===== src/rtl/tpu_host_seq_if.sv =====
// Host-side bundle for tpu_host_seq: job control, operand input stream,
// C result output stream and the TPU memory-mapped slave bus.
interface tpu_host_seq_if #(
  parameter int ADDRW = 16,
  parameter int DATAW = 64
);
  // Streams: a word moves on a rising edge where valid & ready are both high.
  // The producer holds valid and data steady until that happens, and valid
  // never waits on ready.
  logic             start;
  logic             busy;
  logic             done;
  logic             in_valid;
  logic             in_ready;
  logic [DATAW-1:0] in_data;
  logic             out_valid;
  logic             out_ready;
  logic [DATAW-1:0] out_data;
  logic             tpu_r_w;
  logic [ADDRW-1:0] tpu_addr;
  logic [DATAW-1:0] tpu_wdata;
  logic [DATAW-1:0] tpu_rdata;

  modport master (
    input  start, in_valid, in_data, out_ready, tpu_rdata,
    output busy, done, in_ready, out_valid, out_data, tpu_r_w, tpu_addr, tpu_wdata
  );

  modport slave (
    output start, in_valid, in_data, out_ready, tpu_rdata,
    input  busy, done, in_ready, out_valid, out_data, tpu_r_w, tpu_addr, tpu_wdata
  );
endinterface


===== src/rtl/tpu_host_seq.sv =====
// Sequences one TPU matmul job over the slave bus: optional C clear, A/B load,
// start, fixed wait, then C read-back onto a valid/ready output stream.
module tpu_host_seq #(
  parameter int DIM           = 8,
  parameter int BITS_AB       = 8,
  parameter int BITS_C        = 16,
  parameter int ADDRW         = 16,
  parameter int DATAW         = 64,
  parameter int MATMUL_CYCLES = 32,
  parameter int CLEAR_C       = 1
) (
  input  logic             clk,
  input  logic             rst_n,
  tpu_host_seq_if.master   io,
  output logic [2:0]       dbg_state
);
  // C rows span several bus words; the array is square, so one bus word of
  // A/B elements is one row and there are as many rows as elements per word.
  localparam int N_C    = DIM * ((DIM * BITS_C) / DATAW);
  localparam int LOAD_N = DATAW / BITS_AB;
  localparam int CW     = $clog2(N_C) + 1;
  localparam int WW     = $clog2(MATMUL_CYCLES + 1);

  localparam logic [CW-1:0] LAST_C    = CW'(N_C - 1);
  localparam logic [CW-1:0] LAST_LOAD = CW'(LOAD_N - 1);

  localparam logic [ADDRW-1:0] FN_A     = ADDRW'('h100);
  localparam logic [ADDRW-1:0] FN_B     = ADDRW'('h200);
  localparam logic [ADDRW-1:0] FN_C     = ADDRW'('h300);
  localparam logic [ADDRW-1:0] FN_START = ADDRW'('h400);

  localparam logic [2:0] S_IDLE   = 3'd0;
  localparam logic [2:0] S_CLR_C  = 3'd1;
  localparam logic [2:0] S_LOAD_A = 3'd2;
  localparam logic [2:0] S_LOAD_B = 3'd3;
  localparam logic [2:0] S_START  = 3'd4;
  localparam logic [2:0] S_WAIT   = 3'd5;
  localparam logic [2:0] S_READ   = 3'd6;
  localparam logic [2:0] S_DONE   = 3'd7;

  logic [2:0]    state;
  logic [CW-1:0] cnt;
  logic [WW-1:0] wait_cnt;
  logic          in_fire;

  // Row/half slots are 8-byte strides, so (row<<4)|(half<<3) is just idx<<3.
  function automatic logic [ADDRW-1:0] slot(input logic [ADDRW-1:0] base,
                                            input logic [CW-1:0]    idx);
    return base | (ADDRW'(idx) << 3);
  endfunction

  assign io.busy     = (state != S_IDLE);
  assign io.done     = (state == S_DONE);
  assign io.in_ready = (state == S_LOAD_A) || (state == S_LOAD_B);
  assign in_fire     = io.in_valid & io.in_ready;
  assign dbg_state   = state;

  always_ff @(posedge clk or negedge rst_n) begin
    if (!rst_n) begin
      state        <= S_IDLE;
      cnt          <= '0;
      wait_cnt     <= '0;
      io.out_valid <= 1'b0;
      io.out_data  <= '0;
      io.tpu_r_w   <= 1'b0;
      io.tpu_addr  <= '0;
      io.tpu_wdata <= '0;
    end else begin
      // Bus falls back to idle unless the current state drives it this cycle.
      io.tpu_r_w   <= 1'b0;
      io.tpu_addr  <= '0;
      io.tpu_wdata <= '0;
      case (state)
        S_IDLE: begin
          if (io.start) begin
            cnt   <= '0;
            state <= (CLEAR_C != 0) ? S_CLR_C : S_LOAD_A;
          end
        end
        S_CLR_C: begin
          io.tpu_r_w  <= 1'b1;
          io.tpu_addr <= slot(FN_C, cnt);
          if (cnt == LAST_C) begin
            cnt   <= '0;
            state <= S_LOAD_A;
          end else begin
            cnt <= cnt + CW'(1);
          end
        end
        S_LOAD_A, S_LOAD_B: begin
          if (in_fire) begin
            io.tpu_r_w   <= 1'b1;
            io.tpu_addr  <= slot((state == S_LOAD_A) ? FN_A : FN_B, cnt);
            io.tpu_wdata <= io.in_data;
            if (cnt == LAST_LOAD) begin
              cnt   <= '0;
              state <= (state == S_LOAD_A) ? S_LOAD_B : S_START;
            end else begin
              cnt <= cnt + CW'(1);
            end
          end
        end
        S_START: begin
          io.tpu_r_w  <= 1'b1;
          io.tpu_addr <= FN_START;
          wait_cnt    <= WW'(MATMUL_CYCLES);
          state       <= S_WAIT;
        end
        S_WAIT: begin
          // Counter is loaded with the full length, so the read address lands
          // after exactly MATMUL_CYCLES idle bus cycles.
          if (wait_cnt == '0) begin
            io.tpu_addr <= slot(FN_C, '0);
            state       <= S_READ;
          end else begin
            wait_cnt <= wait_cnt - WW'(1);
          end
        end
        S_READ: begin
          io.tpu_addr <= slot(FN_C, cnt);
          if (!io.out_valid) begin
            io.out_data  <= io.tpu_rdata;
            io.out_valid <= 1'b1;
          end else if (io.out_ready) begin
            io.out_valid <= 1'b0;
            if (cnt == LAST_C) begin
              cnt         <= '0;
              io.tpu_addr <= '0;
              state       <= S_DONE;
            end else begin
              cnt         <= cnt + CW'(1);
              io.tpu_addr <= slot(FN_C, cnt + CW'(1));
            end
          end
        end
        S_DONE: state <= S_IDLE;
        default: state <= S_IDLE;
      endcase
    end
  end
endmodule

===== src/flat_wrapper.sv =====
// flat-port wrapper written by rule: the top's interface ports become plain ports
module tpu_host_seq_flat 
#(
  parameter int DIM           = 8,
  parameter int BITS_AB       = 8,
  parameter int BITS_C        = 16,
  parameter int ADDRW         = 16,
  parameter int DATAW         = 64,
  parameter int MATMUL_CYCLES = 32,
  parameter int CLEAR_C       = 1
)
  (clk, rst_n, dbg_state, io_start, io_in_valid, io_in_data, io_out_ready, io_tpu_rdata, io_busy, io_done, io_in_ready, io_out_valid, io_out_data, io_tpu_r_w, io_tpu_addr, io_tpu_wdata);
  tpu_host_seq_if #(.ADDRW(ADDRW), .DATAW(DATAW)) io_i ();
  input  logic clk;
  input  logic rst_n;
  output logic [2:0] dbg_state;
  input wire logic [$bits(io_i.start)-1:0] io_start;
  input wire logic [$bits(io_i.in_valid)-1:0] io_in_valid;
  input wire logic [$bits(io_i.in_data)-1:0] io_in_data;
  input wire logic [$bits(io_i.out_ready)-1:0] io_out_ready;
  input wire logic [$bits(io_i.tpu_rdata)-1:0] io_tpu_rdata;
  output wire logic [$bits(io_i.busy)-1:0] io_busy;
  output wire logic [$bits(io_i.done)-1:0] io_done;
  output wire logic [$bits(io_i.in_ready)-1:0] io_in_ready;
  output wire logic [$bits(io_i.out_valid)-1:0] io_out_valid;
  output wire logic [$bits(io_i.out_data)-1:0] io_out_data;
  output wire logic [$bits(io_i.tpu_r_w)-1:0] io_tpu_r_w;
  output wire logic [$bits(io_i.tpu_addr)-1:0] io_tpu_addr;
  output wire logic [$bits(io_i.tpu_wdata)-1:0] io_tpu_wdata;
  assign io_i.start = io_start;
  assign io_i.in_valid = io_in_valid;
  assign io_i.in_data = io_in_data;
  assign io_i.out_ready = io_out_ready;
  assign io_i.tpu_rdata = io_tpu_rdata;
  assign io_busy = io_i.busy;
  assign io_done = io_i.done;
  assign io_in_ready = io_i.in_ready;
  assign io_out_valid = io_i.out_valid;
  assign io_out_data = io_i.out_data;
  assign io_tpu_r_w = io_i.tpu_r_w;
  assign io_tpu_addr = io_i.tpu_addr;
  assign io_tpu_wdata = io_i.tpu_wdata;
  tpu_host_seq #(.DIM(DIM), .BITS_AB(BITS_AB), .BITS_C(BITS_C), .ADDRW(ADDRW), .DATAW(DATAW), .MATMUL_CYCLES(MATMUL_CYCLES), .CLEAR_C(CLEAR_C)) u_core (.clk(clk), .rst_n(rst_n), .io(io_i), .dbg_state(dbg_state));
endmodule

===== config.mk =====
export PLATFORM = sky130hd
export DESIGN_NAME = tpu_host_seq_flat
export DESIGN_NICKNAME = d
export VERILOG_FILES = /design/src/rtl/tpu_host_seq_if.sv /design/src/rtl/tpu_host_seq.sv /design/src/flat_wrapper.sv
export SDC_FILE = /design/constraint.sdc
export NUM_CORES = 1
export LEC_CHECK = 0
export ABC_AREA = 1
export ABC_CLOCK_PERIOD_IN_PS = 2600
export CORE_MARGIN = 4
export CORE_UTILIZATION = 45
export DETAILED_ROUTE_END_ITERATION = 6
export GPL_TIMING_DRIVEN = 0
export PLACE_DENSITY = 0.86
export RECOVER_POWER = 50
export SLEW_MARGIN = 20
export SYNTH_ARGS = -nofsm -noshare
export SYNTH_HDL_FRONTEND = slang
export SYNTH_SLANG_ARGS = --single-unit

===== constraint.sdc =====
create_clock -name clk -period 2.6 [get_ports clk]
set_input_delay 0.39 -clock clk [delete_from_list [all_inputs] [get_ports clk]]
set_output_delay 0.39 -clock clk [all_outputs]
set_load 0.005 [all_outputs]

# Word-level counts from Yosys, hierarchy flattened
# Index checks and enable logic that the tools add are counted.
# W data, S select, Z words.
dict set report totals {
  output_inout_bits 152
  reg_bits 160
  in_bits 133
  wordCells 75
}
dict set report classes {
  reduce_logical 12
  n_bitwise 3
  mux 32
  add_sub_neg 2
  n_eq_ne 18
}
# operator n
set ops {}
lappend ops {{$mux W64} 2}
lappend ops {{$pmux W16 S5} 1}
lappend ops {{$mux W16} 3}
lappend ops {{$mux W10} 3}
lappend ops {{$mux W5} 6}
lappend ops {{$mux W3} 9}
lappend ops {{$pmux W3 S7} 1}
lappend ops {{$pmux W5 S4} 1}
lappend ops {{$or A16 B8 Y16} 1}
lappend ops {{$eq A3 B3 Y1 const B} 4}
lappend ops {{$ne A2 B1 Y1 const B} 6}
lappend ops {{$pmux W6 S2} 1}
lappend ops {{$reduce_and A8 Y1} 1}
lappend ops {{$eq A3 B2 Y1 const B} 2}
lappend ops {{$logic_not A6 Y1} 1}
lappend ops {{$mux W6} 1}
lappend ops {{$ne A2 B2 Y1 const B} 3}
lappend ops {{$sub A6 B1 Y6 const B} 1}
lappend ops {{$add A5 B1 Y5 const B} 1}
lappend ops {{$eq A5 B3 Y1 const B} 1}
lappend ops {{$eq A5 B4 Y1 const B} 1}
lappend ops {{$reduce_and A5 Y1} 1}
lappend ops {{$reduce_and A2 Y1} 2}
lappend ops {{$reduce_bool A4 Y1} 1}
lappend ops {{10 further kinds} 13}

# Longest topological paths before layout
dict set report depth {
  depth_word 5
  ltp_mapped 11
  ltp_nobuf 11
}

# Worst setup path after synthesis
# No wires, ideal clock.
dict set report synth_path {
  path_kind {register to register}
  from {register u_core.cnt[1]}
  to {register u_core.state[0] (netlist: u_core.dbg_state[0])}
  slack_ps 975
  t_arrival_ps 1508
  stages_incl_launch_ff 12
  setup_time_ps 117
  path_cell_list {dfrtp_1 -> ha_1 -> nand2_1 -> nor2_1 -> ha_1 -> inv_1 -> nand2_1 -> nand2_1 -> nor2_4 -> nand2_1 -> nand2_1 -> nand2_1}
}
dict set report synth_between {
  elab_chain_len 3
}
# item line_no
set synth_rtl {}
lappend synth_rtl {{start, declared} tpu_host_seq.sv:42} ;# logic [CW-1:0] cnt;
lappend synth_rtl {{start signal, assigned} tpu_host_seq.sv:87} ;# cnt <= cnt + CW'(1);
lappend synth_rtl {{start signal, assigned} tpu_host_seq.sv:99} ;# cnt <= cnt + CW'(1);
lappend synth_rtl {{start signal, assigned} tpu_host_seq.sv:131} ;# cnt <= cnt + CW'(1);
lappend synth_rtl {{$eq A5 B4 Y1 / $eq A5 B3 Y1 (equally long branches)} {tpu_host_seq.sv:83, tpu_host_seq.sv:126, tpu_host_seq.sv:95}}
lappend synth_rtl {{$ne A2 B1 Y1 (no source line)} --}
lappend synth_rtl {{$reduce_and A8 Y1 (no source line) *} --}
lappend synth_rtl {{end signal, assigned} tpu_host_seq.sv:77} ;# state <= (CLEAR_C != 0) ? S_CLR_C : S_LOAD_A;
lappend synth_rtl {{end signal, assigned} tpu_host_seq.sv:97} ;# state <= (state == S_LOAD_A) ? S_LOAD_B : S_START;
lappend synth_rtl {{end, declared} tpu_host_seq.sv:41} ;# logic [2:0] state;
# Every way passes the cells marked *; elsewhere a longest branch is shown, timed or not.
# A chain may end at the register's enable or synchronous reset.

# Worst setup path after layout
dict set report layout_path {
  from {register u_core.state[0] (netlist: u_core.dbg_state[0])}
  to {output port io_in_ready}
}
dict set report layout_between {
  elab_chain_len 2
}
# item line_no
set layout_rtl {}
lappend layout_rtl {{$eq A3 B2 Y1} tpu_host_seq.sv:54} ;# assign io.in_ready = (state == S_LOAD_A) || (state == S_LOAD_B);
lappend layout_rtl {{$logic_or A1 B1 Y1 *} tpu_host_seq.sv:54}
lappend layout_rtl {{end, declared} flat_wrapper.sv:24} ;# output wire logic [$bits(io_i.in_ready)-1:0] io_in_ready;
# Marked as above.

==> results.md <==
- Part of the Yosys area used for sequential elements: 0.595
- DRC violations left: 0
- Post-CTS resize count: 0
- Latest clock arrival within the worst-skew pair: 0.41 ns
- Worst-path maximum fanout: 7
- Result of the run: finished with violations
- GRT busiest layer: met2
- Post-CTS setup buffer count: 0
- Setup CP Type: reg2out
- Number of different library cells in the post-synthesis netlist: 29
- Placed standard-cell area: 9440 µm²
- Top_reg_cell synth: sky130_fd_sc_hd__dfrtp_1
- CTS H-tree depth: 4
- Share of post-route cells with drive strength above 1: 0.121
- Combinational fraction of design power: 0.397
- Commonest non-fill, non-tap cell in the layout: sky130_fd_sc_hd__nand2_1
- Critical-path cell with the highest stage delay: sky130_fd_sc_hd__clkdlybuf4s50_1
- Power density over the cells: 1010 nW/µm²
- Proportion of total power due to net switching: 0.318
- Initial core utilization: 0.460
- Critical path, cell by cell: inv_1, ha_1, nand2_1, nand2_4, clkdlybuf4s50_1
- Signal arrival time at the worst endpoint: 2.02 ns
- Flip-flop and latch count after synthesis: 152
- Critical path data required time: 2.21 ns
- Ant. Diodes: 0
- Violated checks: max-capacitance violations, max-slew violations
- GRT met3 Usage: 0.0615
- Global Route met1 Usage: 0.262
- Via count of the first global-routing pass: 5413
- Detailed-route wire length: 18300 µm
- Clock tree from TritonCTS: built
- Initial antenna violation count: 0
- RSZ-0062 raised after global routing: false
- Met2 capacity usage during global routing: 0.406
- Stage delay of the slowest cell on the critical path: 0.53 ns
- Leak Pwr: 0.00515 µW
- Portion of total power attributed to sequential cells: 0.356
- Number of synthesized flops with an enable pin: 0
- Final hold violations: 0
- Number of DRC violations after detailed-routing iteration 0: 305
- Total of warnings raised by yosys: 0
- I/O Pins: 285
- CTS clk-pin slew, worst paths: 0.06 ns
- Die W: 127 µm
- Number of input and output port buffers inserted: 276
- Die Footprint: 16200 µm²
- RePlAce Congestion: 0.858
- Post-route cell area: 10000 µm²
- Internal power of the cells: 6890 µW
- Congestion Overflow GR: 0
- Hold Slack: 0.464 ns
- Post-route total power: 10100 µW
- Pin slew with the least headroom to its limit: 1.74 ns
- Share of the clock period used by the worst path after layout: 0.925
- Number of sinks driven by the clock tree: 152
- Final number of setup-violating endpoints: 0
- CP Launch Type: flip-flop
- Core area: 13900 µm²
- Cts bufs inserted: 17
- Avg Inst Size Synth: 9.30 µm²
- Maximum buffer depth of the clock tree: 2
- Time the worst path needs with I/O delays and setup: 2.41 ns
- Die Height: 127 µm
- Worst slew slack as a fraction of its limit: -0.159
- Routed vias: 5407
- Vias per cell: 4.57
- Root buffer cell: sky130_fd_sc_hd__clkbuf_16
- Wire length of the first global-routing pass: 28600 µm
- Cells after synthesis: 687
- Util after Layout: 0.721
- Synthesis-to-finish area growth: 56.6%
- Row count: 43
- Net switching component of the power: 3210 µW
- Final worst clock skew: 0.00760 ns
- Final-stage net count: 1134
- Type of destination of the critical path: output pin
- DR WL/cell: 15.5 µm
- Number of iterations in the first detailed-routing pass: 4
- Type of the tightest min-delay check: reg2reg
- Max Cap Viol: 1
- Highest achievable clock rate: 416 MHz
- Largest net degree at the start of global routing: 84
- Proportion of register bits with asynchronous set or reset after synthesis: 1.00
- Antenna Nets Post-Route: 0
- Commonest cells after routing, fill and taps aside: sky130_fd_sc_hd__nand2_1, sky130_fd_sc_hd__clkdlybuf4s50_1, sky130_fd_sc_hd__dfrtp_1
- Post-DP HPWL: 13900 µm
- Part of the power in the clock network: 0.247
- Cell area after synthesis: 6390 µm²
- Peak ir drop on the vdd network: 534 µV
- Slew Viols, Final: 70
- Overall global routing resource usage: 0.229
per-stage QoR:
stage	TNS, ns	std cells	setup slack [ns]
final	0	1183	0.194
after global routing	0	1183	0.0697
after detailed placement	0	1151	0.642
after floorplan	0	694	0.975
after global placement	-755.34	1150	-4.98
after CTS	0	1183	0.172
worst max-delay path, delay by kind of cell (launching register included):
family | cells | cell delay [ns]
simple gates | 2 | 0.27
flops | 1 | 0.45
buf+inv | 2 | 0.65
fa+ha+maj | 1 | 0.24
worst paths after layout:
check	cells past startpoint	startpoint	slack (ns)	end
hold / removal	2	u_core.io.out_data[48]$_DFFE_PN0P_	0.46	u_core.io.out_data[48]$_DFFE_PN0P_
min in group asynchronous	2	rst_n	0.96	u_core.io.tpu_wdata[34]$_DFF_PN0_
hold reg to reg	2	u_core.io.out_data[48]$_DFFE_PN0P_	0.46	u_core.io.out_data[48]$_DFFE_PN0P_
max in group asynchronous	3	rst_n	0.51	u_core.wait_cnt[4]$_DFFE_PN0P_
setup / recovery	5	u_core.dbg_state[0]$_DFFE_PN0P_	0.19	io_in_ready
setup reg to reg	8	u_core.dbg_state[0]$_DFFE_PN0P_	0.25	u_core.io.tpu_wdata[53]$_DFF_PN0_
power groups by stage:
stage / logic [µW] / registers (µW) / clock network, µW
2_1_floorplan: 1720 / 3690 / 0
3_5_place_dp: 4120 / 3630 / 0
3_3_place_gp: 4020 / 3590 / 0
5_1_grt: 4410 / 3690 / 2640
6_report: 4010 / 3600 / 2490
4_1_cts: 4160 / 3600 / 2530
flip-flops by register name, indices dropped and copies added, names as in the netlist:
name                 count
u_core.io.out_valid      1
u_core.io.tpu_addr       8
u_core.cnt               5
u_core.io.tpu_wdata     64
u_core.dbg_state         3
u_core.io.out_data      64
u_core.io.tpu_r_w        1
u_core.wait_cnt          6
metal layers:
layer	up-vias	share of wire
met3	36	0.063
met2	187	0.53
met4	0	0.031
met5	-	0
met1	2552	0.38
li1	2632	-
synthesized netlist by cell type (4+ instances only):
library cell	n	area (µm²)
sky130_fd_sc_hd__nand3_1	23	115
sky130_fd_sc_hd__nor2_4	11	124
sky130_fd_sc_hd__ha_1	10	125
sky130_fd_sc_hd__nand4_1	5	31.3
sky130_fd_sc_hd__nor2_2	43	269
sky130_fd_sc_hd__nand2_1	251	942
sky130_fd_sc_hd__dfrtp_1	152	3800
sky130_fd_sc_hd__buf_4	15	113
sky130_fd_sc_hd__nor2_1	27	101
sky130_fd_sc_hd__inv_2	4	15.0
sky130_fd_sc_hd__o21ai_0	13	65.1
sky130_fd_sc_hd__inv_1	91	342
sky130_fd_sc_hd__buf_2	7	35.0
sky130_fd_sc_hd__a21oi_1	5	25.0
sky130_fd_sc_hd__nand2_2	7	43.8
what timing repair did:
item / 4_1_cts / 5_1_grt
endpoints found under the setup margin: 0 / 0
hold endpoints to repair: 69 / 0
hold buffers: 1 / 0
logic make-up after synthesis:
family	after synthesis	synth area share
AO/OA/AOI/OAI	25	0.0219
XOR/XNOR	2	0.00274
adder cells (fa/ha/maj)	10	0.0196
buffers and inverters	126	0.0993
flip-flops	152	0.595
other	1	0.000587
AND/OR/NAND/NOR	371	0.261
final cells by class:
class	instances	area, µm²
fillers	996	3870
flip-flops and latches	152	3800
repair buffers	278	2800
multi-input cells	416	1960
clock buffers	23	478
inverters	96	363
plain buffers	30	263
well taps	180	225
clock inverters	8	120
Note: power is estimated with default switching activity, not from simulation.
